<file path="src/rtl/mpy_pkg.sv">
// Shared types and helpers for the sequential shift-add multiplier.
package mpy_pkg;

   typedef enum logic [1:0] {
      IDLE = 2'd0,
      CALC = 2'd1,
      DONE = 2'd2
   } state_t;

   // Width of a counter able to index 0..n-1; evaluated at elaboration.
   function automatic int clog2(input int n);
      int r;
      r = 0;
      for (int i = 0; i < 32; i++) begin
         if ((1 << i) < n) r = i + 1;
      end
      return r;
   endfunction

endpackage

</file>
<file path="src/rtl/mpy_step.sv">
// One shift-add iteration: adds (or, for the signed MSB, subtracts) the shifted
// multiplicand when the selected multiplier bit is set.
module mpy_step
   import mpy_pkg::*;
#(
   parameter  int WIDTH = 4,
   localparam int CNT_W = clog2(WIDTH),
   localparam int PW    = 2 * WIDTH
) (
   input  logic [PW-1:0]    acc,
   input  logic [PW-1:0]    mcand,
   input  logic             bit_in,
   input  logic [CNT_W-1:0] idx,
   input  logic             is_signed,
   output logic [PW-1:0]    acc_next
);

   logic [PW-1:0] addend;
   logic          msb_sub;

   always_comb begin
      // NOTE: every output of a combinational block gets a default first, so no path can infer a latch.
      addend   = mcand << idx;
      msb_sub  = is_signed && (idx == CNT_W'(WIDTH - 1));
      acc_next = acc;
      if (bit_in) begin
         // The two's-complement MSB carries weight -2^(WIDTH-1).
         acc_next = msb_sub ? (acc - addend) : (acc + addend);
      end
   end

endmodule

</file>
<file path="src/rtl/seq_mpy.sv">
// Sequential WIDTH x WIDTH multiplier, one multiplier bit per clock, with a
// start/busy/done handshake and a per-operation signed/unsigned mode.
module seq_mpy
   import mpy_pkg::*;
#(
   parameter int WIDTH = 4
) (
   input  logic               clk,
   input  logic               rst_n,
   input  logic               start,
   input  logic               is_signed,
   input  logic [WIDTH-1:0]   a,
   input  logic [WIDTH-1:0]   b,
   output logic               busy,
   output logic               done,
   output logic [2*WIDTH-1:0] product
);

   localparam int CNT_W = clog2(WIDTH);
   localparam int PW    = 2 * WIDTH;

   state_t           state;
   state_t           state_nxt;
   logic [CNT_W-1:0] cnt;
   logic [PW-1:0]    mcand;
   logic [PW-1:0]    acc;
   logic [PW-1:0]    acc_next;
   logic [WIDTH-1:0] mplier;
   logic             sgn;
   logic             accept;
   logic             last;

   assign accept = start && ((state == IDLE) || (state == DONE));
   assign last   = (cnt == CNT_W'(WIDTH - 1));

   // State register; reset is asynchronous so busy/done drop without a clock.
   always_ff @(posedge clk or negedge rst_n) begin
      if (!rst_n) begin
         state <= IDLE;
      end else begin
         // NOTE: sequential state always uses non-blocking assignments so every flop samples pre-edge values.
         state <= state_nxt;
      end
   end

   always_comb begin
      state_nxt = state;
      unique case (state)
         IDLE:    if (start) state_nxt = CALC;
         CALC:    if (last)  state_nxt = DONE;
         DONE:    state_nxt = start ? CALC : IDLE;
         default: state_nxt = IDLE;
      endcase
   end

   always_comb begin
      busy = (state == CALC);
      done = (state == DONE);
   end

   mpy_step #(
      .WIDTH(WIDTH)
   ) u_step (
      .acc      (acc),
      .mcand    (mcand),
      .bit_in   (mplier[cnt]),
      .idx      (cnt),
      .is_signed(sgn),
      .acc_next (acc_next)
   );

   // Operands are captured only on an accepted start, so mid-operation input
   // changes never reach the datapath; product moves only on CALC->DONE.
   always_ff @(posedge clk or negedge rst_n) begin
      if (!rst_n) begin
         mcand   <= '0;
         mplier  <= '0;
         sgn     <= 1'b0;
         acc     <= '0;
         cnt     <= '0;
         product <= '0;
      end else if (accept) begin
         mcand   <= is_signed ? {{WIDTH{a[WIDTH-1]}}, a} : {{WIDTH{1'b0}}, a};
         mplier  <= b;
         sgn     <= is_signed;
         acc     <= '0;
         cnt     <= '0;
      end else if (state == CALC) begin
         acc <= acc_next;
         cnt <= cnt + CNT_W'(1);
         if (last) product <= acc_next;
      end
   end

endmodule

</file>
<file path="config.mk">
export PLATFORM = sky130hd
export DESIGN_NAME = seq_mpy
export DESIGN_NICKNAME = d
export VERILOG_FILES = /design/src/rtl/mpy_pkg.sv /design/src/rtl/mpy_step.sv /design/src/rtl/seq_mpy.sv
export SDC_FILE = /design/constraint.sdc
export NUM_CORES = 1
export LEC_CHECK = 0
export CORE_UTILIZATION = 29
export DETAILED_ROUTE_END_ITERATION = 8
export GPL_TIMING_DRIVEN = 1
export HOLD_SLACK_MARGIN = 0.03
export MAX_ROUTING_LAYER = met4
export SLEW_MARGIN = 10
export SYNTH_ARGS = -nofsm -noshare
export SYNTH_HDL_FRONTEND = slang
export SYNTH_SLANG_ARGS = --single-unit
</file>
<file path="constraint.sdc">
create_clock -name clk -period 11.7 [get_ports clk]
set_input_delay 2.34 -clock clk [delete_from_list [all_inputs] [get_ports clk]]
set_output_delay 2.34 -clock clk [all_outputs]
set_load 0.01 [all_outputs]
</file>
== Yosys cells after proc, flatten, opt, wreduce, memory -nomap -nowiden ==
Index checks and enable logic that the tools add are counted.
Storage, ports and cells
  latch bits: 0
  register bits after elaboration: 63
  memory bits (read-only): 0
  output and inout bits: 10
  memories: 0
  bits in writable memories: 0
  logic and storage cells: 38
Operators by class
  div/mod/pow operators: 0
  add/subtract/negate cells: 3
  shift operators: 1
  mux-type cells: 13
  equality and inequality tests: 5
  reduce and logical (&&, ||, !) cells: 7
  bitwise gates (word level): 1
  magnitude comparators: 1
  multiply operators: 0
Operator list (count)
  $mux 32: 2
  $mux 8: 5
  $add 32x1->32 const B: 1
  $eq 32x2->1 const B: 1
  $lt 32x3->1 const B: 1
  $shl 8x32->8: 1
  $add 8x8->8: 1
  $sub 8x8->8: 1
  $pmux 2 s3: 1
  $mux 2: 2
  $reduce_and 3->1: 1
  $bmux 1 s2: 1
  $eq 2x1->1 const B: 1
  $eq 2x2->1 const B: 1
  $logic_and 1x1->1: 2
  $logic_not 2->1: 1
  $mux 1: 2
  $ne 2x1->1 const B: 1
  $ne 2x2->1 const B: 1
  $reduce_and 2->1: 1
  $reduce_bool 2->1: 1
  $logic_or 1x1->1: 1
  $not 1->1: 1

== Logic depth before layout (Yosys ltp) ==
  depth in word-level cells: 6
  depth in mapped cells: 18
  gate-level depth less buffers: 18

== Hierarchy ==
A second synthesis with hierarchy kept.
Second synthesis, totals
  cell total of the unflattened synthesis: 452
  area, all modules: 4083.9 um^2
Modules (own cells, without submodules)
  seq_mpy: cells each 286, instances 1, seq. area each 1501.4 um^2, area an instance 2900.3 um^2
  mpy_step: cells each 166, instances 1, seq. area each 0.0 um^2, area an instance 1183.6 um^2

== Worst setup path before layout ==
No wires, ideal clock.
  kind: register -> register
  from: register cnt[3]
  to: register product[7]
  arrival time: 3.994 ns
  required time: 11.634 ns
  path slack: 7.640 ns
  path buffers: 0
  cell stages (with the launch flop): 17
  path through: dfrtp_1 -> nor4_1 -> nand2_1 -> or4_4 -> nor2_1 -> nand2_1 -> ha_1 -> mux2i_1 -> ha_1 -> nor2b_1 -> o21ai_0 -> a21boi_0 -> o21a_1 -> o21a_1 -> or4_1 -> and4_1 -> nand2_1
On the way
  longest elaborated chain between the ends: 4
  elaborated cells on any way between the ends: 8
  classes of those cells: add/sub (2); eq/ne (1); shift (1); mux (2); reduce/logical (2)
Ends and longest elaborated chain
  start: declaration: line seq_mpy.sv:24  | logic [CNT_W-1:0] cnt;
  start signal: assignment: line seq_mpy.sv:90  | cnt <= cnt + CNT_W'(1);
  $shl 8x32->8 / $eq 32x2->1 (equally long branches): line mpy_step.sv:23, mpy_step.sv:24, seq_mpy.sv:34
  $add 8x8->8, or another cell as far along: line mpy_step.sv:28  | acc_next = msb_sub ? (acc - addend) : (acc + addend);
  $mux 8: line mpy_step.sv:28
  $mux 8: line mpy_step.sv:26  | if (bit_in) begin
  end signal: assignment: line seq_mpy.sv:91  | if (last) product <= acc_next;
  end: declaration: line seq_mpy.sv:16  | output logic [2*WIDTH-1:0] product
Several ways; a longest one is shown, not always the timed one.
A chain may end at the register's enable or synchronous reset.

== Final worst setup path ==
  from: register state[0]
  to: output busy
On the way
  longest elaborated chain between the ends: 1
Ends and longest elaborated chain
  start: declaration: line seq_mpy.sv:22  | state_t state;
  start signal: assignment: line seq_mpy.sv:42  | state <= state_nxt;
  $eq 2x1->1: line seq_mpy.sv:57  | busy = (state == CALC);
  end: declaration: line seq_mpy.sv:14  | output logic busy,
No other way between the ends.

==> impl_results.md <==
- Status: complete, but fails checks
- # diodes: 0
- Total number of vias: 3087
- Asr flop ratio synth: 100%
- Final std cells w/o fill: 579
- Grt total ovfl: 0
- Post-CTS Setup Inserts: 0
- Failing checks: DRC
- Tightest Pin Transition: 933 ps
- Hpwl dp: 6030 microns
- Count leader, synth: nand2_1
- Vias in the first global route: 3154
- Fin worst setup slack: 7140 ps
- Largest net degree at the start of global routing: 61
- Site Rows: 39
- Unrepaired setup endpoints after global routing: false
- Minimum clock period after layout: 4560 ps
- Worst min path class: flip-flop to flip-flop
- All-Layer GR Usage: 15.7%
- Inst Count DP: 563
- Fin util: 35.7%
- Fin crit share: 39.0%
- Ys flop type: dfrtp_1
- P&R area growth vs syn: 18.3%
- Die area: 0.0125 sq mm
- Initial antenna violation count: 0
- Startpoint types: flip-flop
- Clk_skew: 4.93 ps
- Final Hold Violating Endpoints: 0
- Starting Density: 30.2%
- Final Cell Area: 0.00415 sq mm
- Chip Width: 112 microns
- Hold Slack: 473 ps
- Mapped Nets: 432
- Arrival time worst endpoint: 2220 ps
- Setup CP Type: flip-flop to output port
- Hold_buf cts: 0
- Share of cells above drive strength 1: 6.88%
- Slowest cell on crit path: clkdlybuf4s50_1
- IR Drop Worst-Case VDD: 0.0000716 V
- DR vias/cell: 5.33
- Relative slew slack: 37.1%
- Core Area: 0.0116 sq mm
- Residual DRC: 1
- Worst setup EP type: output port
- Routed wire length: 8670 microns
- Post-synthesis cell count: 410
- Power after layout: 0.626 mW
- CP peak stage delay: 590 ps
- Critical Path RT: 9360 ps
- Power per cell area: 151 mW/mm^2
- FMAX: 0.219 GHz
- Post-place setup slack: 7240 ps
- Router iterations before antenna repair: 6
- Top post-synthesis cells by count: 73 x nand2_1, 60 x dfrtp_1, 38 x o21ai_0, 36 x nand3_1, 32 x nor2_1
- Yosys top cell area share: 42.8%
- P_leak: 1.73 nW
- Max Fanout on Critical Path: 13
- # setup viols final: 0
- Clock Tree Buf Depth: 2
- WL per Instance: 15.0 microns
- Gpl congestion: 0.845
- Post-route ant nets: 0
- Buffers on Ports: 21
- Synthesized cell area: 0.00351 sq mm
- Root Driver: clkbuf_16
- GR met3 Demand/Resource: 3.97%
- First-pass GRT wire length: 15200 microns
- Layer with the highest usage: met2
- Met1 Usage GRT: 19.3%
- Max Cap Viol: 0
- Reg clk slew, reported paths: 50 ps
- Setup TNS: 0 ps
- Ys Warns: 0
- Initial DRC Count: 164
- CTS tree: done
- Nets: 453
- DP Area: 0.00386 sq mm
- Synth Register Bits: 60
- Netlist cell types: 48
- Synth top area cells: dfrtp_1 43%, nand2_1 7.8%, o21ai_0 5.4%, nand3_1 5.1%, mux2i_1 3.7%
- CTS sink count: 60
- Synthesized area per cell: 8.55 sq um
- Total CTS buffers: 9
- Ports: 22
- Die H: 112 microns
- Met2 Use GR: 25.7%
- Pins Over Slew Limit: 0
- EDFF count, synth: 0
- Worst-Skew Late Latency: 330 ps
- Htree depth: 3
- Cell taking the most area after synthesis: dfrtp_1
- Crit path cell chain: nand2b_1, clkinv_1, clkdlybuf4s50_1
- Post-synthesis sequential area ratio: 42.8%
- Cts repair resizes: 0
## kinds of logic after synthesis
logic type                 count (synthesis)  share of synthesized area [%]
adders and majority gates                 10                           3.78
buffers and inverters                     24                           2.71
muxes                                     17                           5.00
AOI/OAI and AO/OA                         80                           13.6
and+or+nand+nor                          204                           28.3
DFF                                       60                           42.8
xor gates and xnor gates                  15                           3.75
## state kept, by name, summed over array words and instances (netlist names)
signal	count
sgn	1
mplier	4
state	2
acc	8
product	8
mcand	5
cnt	32
## placed cells by master (no fill, tap or decap), types with 10 or more instances in the layout
| cell | count |
|---|---|
| a21oi_1 | 13 |
| and3_1 | 10 |
| clkdlybuf4s50_1 | 20 |
| dfrtp_1 | 60 |
| mux2i_1 | 13 |
| nand2_1 | 73 |
| nand3_1 | 36 |
| nor2_1 | 32 |
| nor3_1 | 10 |
| nor4_1 | 10 |
| o21ai_0 | 38 |
## worst paths after layout
path	start	end	slack, ps	depth (start not counted)
hold reg to reg	mplier[2]	mplier[2]	470	2
setup reg to reg	cnt[3]	product[7]	7170	16
hold / removal	mplier[2]	mplier[2]	470	2
setup / recovery	state[0]	busy	7140	3
max in group asynchronous	rst_n	mplier[2]	8990	2
min in group asynchronous	rst_n	cnt[14]	2180	2
## report_power, final
part	leakage, nW	total, mW	internal (mW)	switching [mW]
sequential	0.708	0.256	0.230	0.0267
clock	0.146	0.255	0.163	0.0920
combinational	0.880	0.115	0.0510	0.0641
total	1.73	0.626	0.443	0.183
## worst max-delay path, delay by kind of cell, from the launching register on
kind / cells / cell delay (ps)
simple gates: 1 / 410
buf+inv: 2 / 1050
flops: 1 / 430
## per-layer routing
layer / part of all wire [%] / vias to the layer above
met4: 0.20 / 0
met5: 0 / -
met2: 50 / 61
li1: - / 1513
met1: 45 / 1509
met3: 4.5 / 4
## cell type report
class / count / area [sq um]
tap: 143 / 179
timing repair buffer: 26 / 243
fill: 1179 / 7470
clock buffer: 10 / 229
inverter: 8 / 30.0
multi-input combinational: 326 / 1910
sequential: 60 / 1500
clock inverter: 6 / 55.1
(Power assumes the default switching activity.)
